<file path="src/rtl/risc_acc_core.sv">
// Eight-phase accumulator CPU with a host-programmable unified memory.
// The host port writes memory only while stopped; reads are always combinational.
module risc_acc_core #(
  parameter int DATA_WIDTH = 8,
  parameter int ADDR_WIDTH = 5
) (
  input  logic                  clk,
  input  logic                  rst,
  input  logic                  start,
  input  logic                  step_mode,
  input  logic                  prog_we,
  input  logic [ADDR_WIDTH-1:0] prog_addr,
  input  logic [DATA_WIDTH-1:0] prog_wdata,
  output logic [DATA_WIDTH-1:0] prog_rdata,
  output logic [ADDR_WIDTH-1:0] pc_counter,
  output logic [DATA_WIDTH-1:0] acc_out,
  output logic                  carry,
  output logic [2:0]            phase,
  output logic                  busy,
  output logic                  halt,
  output logic                  instr_done
);

  if (DATA_WIDTH < ADDR_WIDTH + 3) begin : g_bad_width
    $error("risc_acc_core: DATA_WIDTH must be at least ADDR_WIDTH+3");
  end

  localparam int DEPTH = 2 ** ADDR_WIDTH;

  typedef enum logic {ST_STOP, ST_RUN} state_t;
  typedef enum logic [2:0] {
    OP_HLT, OP_SKZ, OP_ADD, OP_AND, OP_XOR, OP_LDA, OP_STO, OP_JMP
  } opcode_t;

  logic [DATA_WIDTH-1:0] r_mem [DEPTH];
  state_t                r_state, w_state_nxt;
  logic [2:0]            r_phase, w_phase_nxt;
  logic                  r_halt, w_halt_nxt, w_instr_done;
  logic [ADDR_WIDTH-1:0] r_pc;
  logic [DATA_WIDTH-1:0] r_acc, r_mdr;
  logic                  r_carry;
  opcode_t               r_ir_op;
  logic [ADDR_WIDTH-1:0] r_ir_opd;
  logic [DATA_WIDTH-1:0] w_fetch;

  // IR keeps only opcode and operand; bits between them carry no meaning.
  assign w_fetch = r_mem[r_pc];

  always_ff @(posedge clk or posedge rst) begin
    if (rst) begin
      r_state <= ST_STOP;
      r_phase <= 3'd0;
      r_halt  <= 1'b0;
    end else begin
      r_state <= w_state_nxt;
      r_phase <= w_phase_nxt;
      r_halt  <= w_halt_nxt;
    end
  end

  always_comb begin
    w_state_nxt  = r_state;
    w_phase_nxt  = r_phase;
    w_halt_nxt   = r_halt;
    w_instr_done = 1'b0;
    case (r_state)
      ST_STOP: begin
        if (start) begin
          w_state_nxt = ST_RUN;
          w_phase_nxt = 3'd0;
          w_halt_nxt  = 1'b0;
        end
      end
      ST_RUN: begin
        w_phase_nxt = r_phase + 3'd1;
        if (r_phase == 3'd3 && r_ir_op == OP_HLT) begin
          w_state_nxt  = ST_STOP;
          w_phase_nxt  = 3'd0;
          w_halt_nxt   = 1'b1;
          w_instr_done = 1'b1;
        end else if (r_phase == 3'd7) begin
          w_instr_done = 1'b1;
          if (step_mode) w_state_nxt = ST_STOP;
        end
      end
      default: w_state_nxt = ST_STOP;
    endcase
  end

  always_ff @(posedge clk or posedge rst) begin
    if (rst) begin
      r_pc     <= '0;
      r_acc    <= '0;
      r_carry  <= 1'b0;
      r_mdr    <= '0;
      r_ir_op  <= OP_HLT;
      r_ir_opd <= '0;
    end else if (r_state == ST_RUN) begin
      case (r_phase)
        3'd1: begin
          r_ir_op  <= opcode_t'(w_fetch[DATA_WIDTH-1:DATA_WIDTH-3]);
          r_ir_opd <= w_fetch[ADDR_WIDTH-1:0];
        end
        3'd2: r_pc  <= r_pc + 1'b1;
        3'd5: r_mdr <= r_mem[r_ir_opd];
        3'd6: begin
          case (r_ir_op)
            OP_SKZ: if (r_acc == '0) r_pc <= r_pc + 1'b1;
            OP_ADD: {r_carry, r_acc} <= {1'b0, r_acc} + {1'b0, r_mdr};
            OP_AND: begin r_acc <= r_acc & r_mdr; r_carry <= 1'b0; end
            OP_XOR: begin r_acc <= r_acc ^ r_mdr; r_carry <= 1'b0; end
            OP_LDA: begin r_acc <= r_mdr;         r_carry <= 1'b0; end
            OP_JMP: r_pc <= r_ir_opd;
            default: ;
          endcase
        end
        default: ;
      endcase
    end
  end

  // Memory is not reset; host writes and STO can never coincide since they need different states.
  always_ff @(posedge clk) begin
    if (r_state == ST_STOP && prog_we)
      r_mem[prog_addr] <= prog_wdata;
    else if (r_state == ST_RUN && r_phase == 3'd7 && r_ir_op == OP_STO)
      r_mem[r_ir_opd] <= r_acc;
  end

  assign prog_rdata = r_mem[prog_addr];
  assign pc_counter = r_pc;
  assign acc_out    = r_acc;
  assign carry      = r_carry;
  assign phase      = r_phase;
  assign busy       = (r_state == ST_RUN);
  assign halt       = r_halt;
  assign instr_done = w_instr_done;

endmodule

</file>
<file path="config.mk">
export PLATFORM = sky130hd
export DESIGN_NAME = risc_acc_core
export DESIGN_NICKNAME = d
export VERILOG_FILES = /design/src/rtl/risc_acc_core.sv
export SDC_FILE = /design/constraint.sdc
export NUM_CORES = 1
export LEC_CHECK = 0
export CAP_MARGIN = 5
export CORE_MARGIN = 2
export CORE_UTILIZATION = 40
export CTS_BUF_LIST = sky130_fd_sc_hd__clkbuf_16
export DETAILED_ROUTE_END_ITERATION = 8
export PLACE_DENSITY = 0.54
export RECOVER_POWER = 50
export SKIP_CTS_REPAIR_TIMING = 1
export SYNTH_ARGS = -nofsm -noshare
export SYNTH_HDL_FRONTEND = slang
export SYNTH_SLANG_ARGS = --single-unit
</file>
<file path="constraint.sdc">
create_clock -name clk -period 7.02 [get_ports clk]
set_clock_uncertainty 0.2 [all_clocks]
set_input_delay 0.702 -clock clk [delete_from_list [all_inputs] [get_ports clk]]
set_output_delay 0.702 -clock clk [all_outputs]
set_load 0.02 [all_outputs]
</file>
==> summary.md <==
| Metric | Value |
|---|---|
| Synthesized cell area | 16200 µm² |
| Clock Path Buffers | 3 |
| Worst path cell trace | clkbuf_1 -> mux4_2 -> a211oi_1 -> a41oi_1 -> a22o_1 |
| CP Launch Point | r_ir_opd[0]$_DFFE_PP0P_ |
| Setup TNS | 0 ns |
| Initial Util | 40.7% |
| Crit path max fanout | 33 |
| Syn Inst Count | 1012 |
| Setup CP Type | flop to flop |
| CP peak stage delay | 1.91 ns |
| FF/Latch Area | 8570 µm² |
| Cell Rows | 73 |
| Post-synth EDFFs | 256 |
| Slowest-stage cell, CP | dfrtp_1 |
| Worst Tran Pin Value | 2.46 ns |
| Crit end category | flop |
| Ant. Diodes | 0 |
| Share of the synthesized area in the top cell type | 47.3% |
| Later-pin clock latency in the skew report | 0.52 ns |
| Largest area contributor in the netlist | edfxtp_1 |
| Ys async rst share | 12.0% |
| Failing checks | capacitance limit, slew limit |
| Die area | 42200 µm² |
| Vias per std cell | 6.55 |
| Syn_nets | 1046 |
| Area post-placement | 17200 µm² |
| Initial antenna violation count | 0 |
| Clk sinks | 291 |
| Syn. warnings | 0 |
| DRC Markers | 0 |
| CP Data Required Time | 7.23 ns |
| Hold Vio Cnt, Final | 0 |
| CP Launch Type | flop |
| Final setup margin | 1.92 ns |
| Pwr Density | 371 nW/µm² |
| Grt ovf | 0 |
| Maxcap violations | 8 |
| DR iter-0 viols | 919 |
| DP HPWL | 33100 µm |
| Post-Layout Inst Area | 18300 µm² |
| CTS tree | done |
| Area of the multi-input gates | 7210 µm² |
| Vias | 10535 |
| Final Wtd Congestion | 0.844 |
| ANT nets after route | 0 |
| Syn-to-layout area delta | 12.4% |
| Drt wl/cell | 31.4 µm |
| Pleak | 0.00599 µW |
| Final setup fails | 0 |
| H-tree Lvls | 2 |
| Final min period | 5.10 ns |
| Clock transition at path regs | 0.06 ns |
| Area contributors post-synth | edfxtp_1, mux4_2, dfrtp_1, nand2_1, mux4_1 |
| Worst reg2reg startpoint | r_ir_opd[0]$_DFFE_PP0P_ |
| Gr usage total | 24.5% |
| Fmax | 196 MHz |
| Synth Flop Type | edfxtp_1 |
| Family with the most delay on the worst path | flip-flops |
| Largest net degree at the start of global routing | 69 |
| Core Util, Final | 45.7% |
| Worst path buffer plus inverter count | 1 |
| Share of cells above drive strength 1 | 25.3% |
| Yosys reg bits | 291 |
| Vert. Die Dim | 206 µm |
| Worst VDD drop | 168 µV |
| WL final | 50500 µm |
| Syn avg cell area | 16.1 µm² |
| Synth cell types | 52 |
| Outcome | finished, violations left |
| Core box area | 39900 µm² |
| CTS buffer count | 35 |
| Hold_sp | halt$_DFFE_PP0P_ |
| Worst Hold Class | flop to flop |
| First-pass GRT wire length | 73200 µm |
| Slew margin rel. | -64.1% |
| I/O pin count | 46 |
| Final worst path period share | 72.7% |
| RSZ-0062 raised after global routing | no |
| I/O Buffers | 45 |
| Worst path arrival time | 5.31 ns |
| CTS Root Cell | clkbuf_16 |
| Slew Viols, Final | 249 |
| Vias in the first global route | 10437 |
| Pre-CTS WS | 2.11 ns |
| Fillcell total | 3507 |
| Nets@finish | 1092 |
| Sequential-to-total area share from yosys stat | 52.7% |
| Die W | 206 µm |
| DR pass1 iterations | 5 |
[through the flow]
stage | std cells | hold slack [ns] | total power (µW)
detailed placement | 1546 | 0.346 | 5050
finish | 1608 | 0.348 | 6780
floorplan | 1012 | 0.301 | 4190
global placement | 1546 | 0.325 | 5020
global route | 1608 | 0.386 | 7090
CTS | 1608 | 0.356 | 6820
[Yosys cell counts (all sizes together) (2+ instances only)]
library cell  instances
edfxtp              256
mux4                208
nand2               110
buf                  43
nor2                 42
clkbuf               35
dfrtp                35
o22ai                32
a21oi                31
o21ai                26
nor2b                17
a211oi               16
ha                   15
nand3                14
a22o                 13
inv                  10
mux2i                10
a41oi                 9
and2                  9
a311oi                8
a31oi                 8
a22oi                 6
nor3                  6
and3                  5
nand2b                5
or4                   5
o31ai                 4
or3                   4
xor2                  4
a21o                  3
a32o                  3
nand4                 3
a221o                 2
nand3b                2
nor4                  2
o21bai                2
[worst min-delay path, delay by kind of cell, from the launching register on]
| family | cells | cell delay (ns) |
|---|---|---|
| compound gates | 1 | 0.06 |
| flops | 1 | 0.39 |
| buf+inv | 1 | 0.05 |
[state kept, by name (all words and copies together) (netlist names)]
| signal | cells |
|---|---|
| busy | 1 |
| r_mdr | 8 |
| r_ir_opd | 5 |
| acc_out | 8 |
| pc_counter | 5 |
| phase | 3 |
| halt | 1 |
| carry | 1 |
| r_mem | 256 |
| r_ir_op | 3 |
[per-layer routing]
layer  global-route usage [%]  vias up  share of wire (%)
li1                         -     4360                  -
met1                     34.8     5563                 42
met2                     38.4      518                 47
met3                     4.74       94                7.7
met4                     7.25        0                2.8
met5                        0        -                  0
[logic make-up (layout without fill, tap and decap cells)]
kind of cell / count (synthesis) / after routing / share of synthesized area (%)
buf+inv: 89 / 160 / 2.91
simple gates: 227 / 227 / 6.34
flops: 291 / 291 / 52.7
xor+xnor: 4 / 4 / 0.216
fa+ha+maj: 16 / 16 / 1.28
compound gates: 166 / 166 / 6.82
mux: 219 / 219 / 29.7
[power breakdown]
part	internal [µW]	total, µW	leakage [µW]	switching (µW)
clock	1060	1780	0.000579	719
sequential	2020	2410	0.00272	392
combinational	1200	2590	0.00269	1390
[final timing paths]
kind	endpoint	slack, ns	cells after the start
max	r_mdr[0]$_DFFE_PP0P_	1.92	5
min	halt$_DFFE_PP0P_	0.35	2
max reg2reg	r_mdr[0]$_DFFE_PP0P_	1.92	5
min reg2reg	halt$_DFFE_PP0P_	0.35	2
max in group asynchronous	r_ir_opd[1]$_DFFE_PP0P_	3.69	3
min in group asynchronous	pc_counter[4]$_DFFE_PP0P_	1.27	3
[area by class of cell]
cell class	count	area share, %
repair buffers	87	3.69
inverters	11	0.226
flip-flops and latches	291	46.9
clock inverters	25	1.02
well taps	525	3.60
clock buffers	37	5.07
multi-input cells	632	39.5
[cell usage in the layout, fill, tap and decap left out, drive strengths merged, types with 4 or more instances in the layout]
| cell type | instances |
|---|---|
| edfxtp | 256 |
| a22o | 13 |
| mux2i | 10 |
| nor3 | 6 |
| nand2 | 110 |
| dlygate4sd3 | 17 |
| buf | 23 |
| o22ai | 32 |
| a22oi | 6 |
| xor2 | 4 |
| a41oi | 9 |
| a211oi | 16 |
| clkdlybuf4s50 | 25 |
| a21oi | 31 |
| ha | 15 |
| nor2b | 17 |
| nand2b | 5 |
| o31ai | 4 |
| a311oi | 8 |
| clkbuf | 59 |
| clkinv | 11 |
| inv | 20 |
| or4 | 5 |
| dfrtp | 35 |
| nand3 | 14 |
| and2 | 9 |
| a31oi | 8 |
| and3 | 5 |
| or3 | 4 |
| o21ai | 26 |
| mux4 | 208 |
| nor2 | 42 |
No activity file was read; power rests on OpenSTA's default activity.
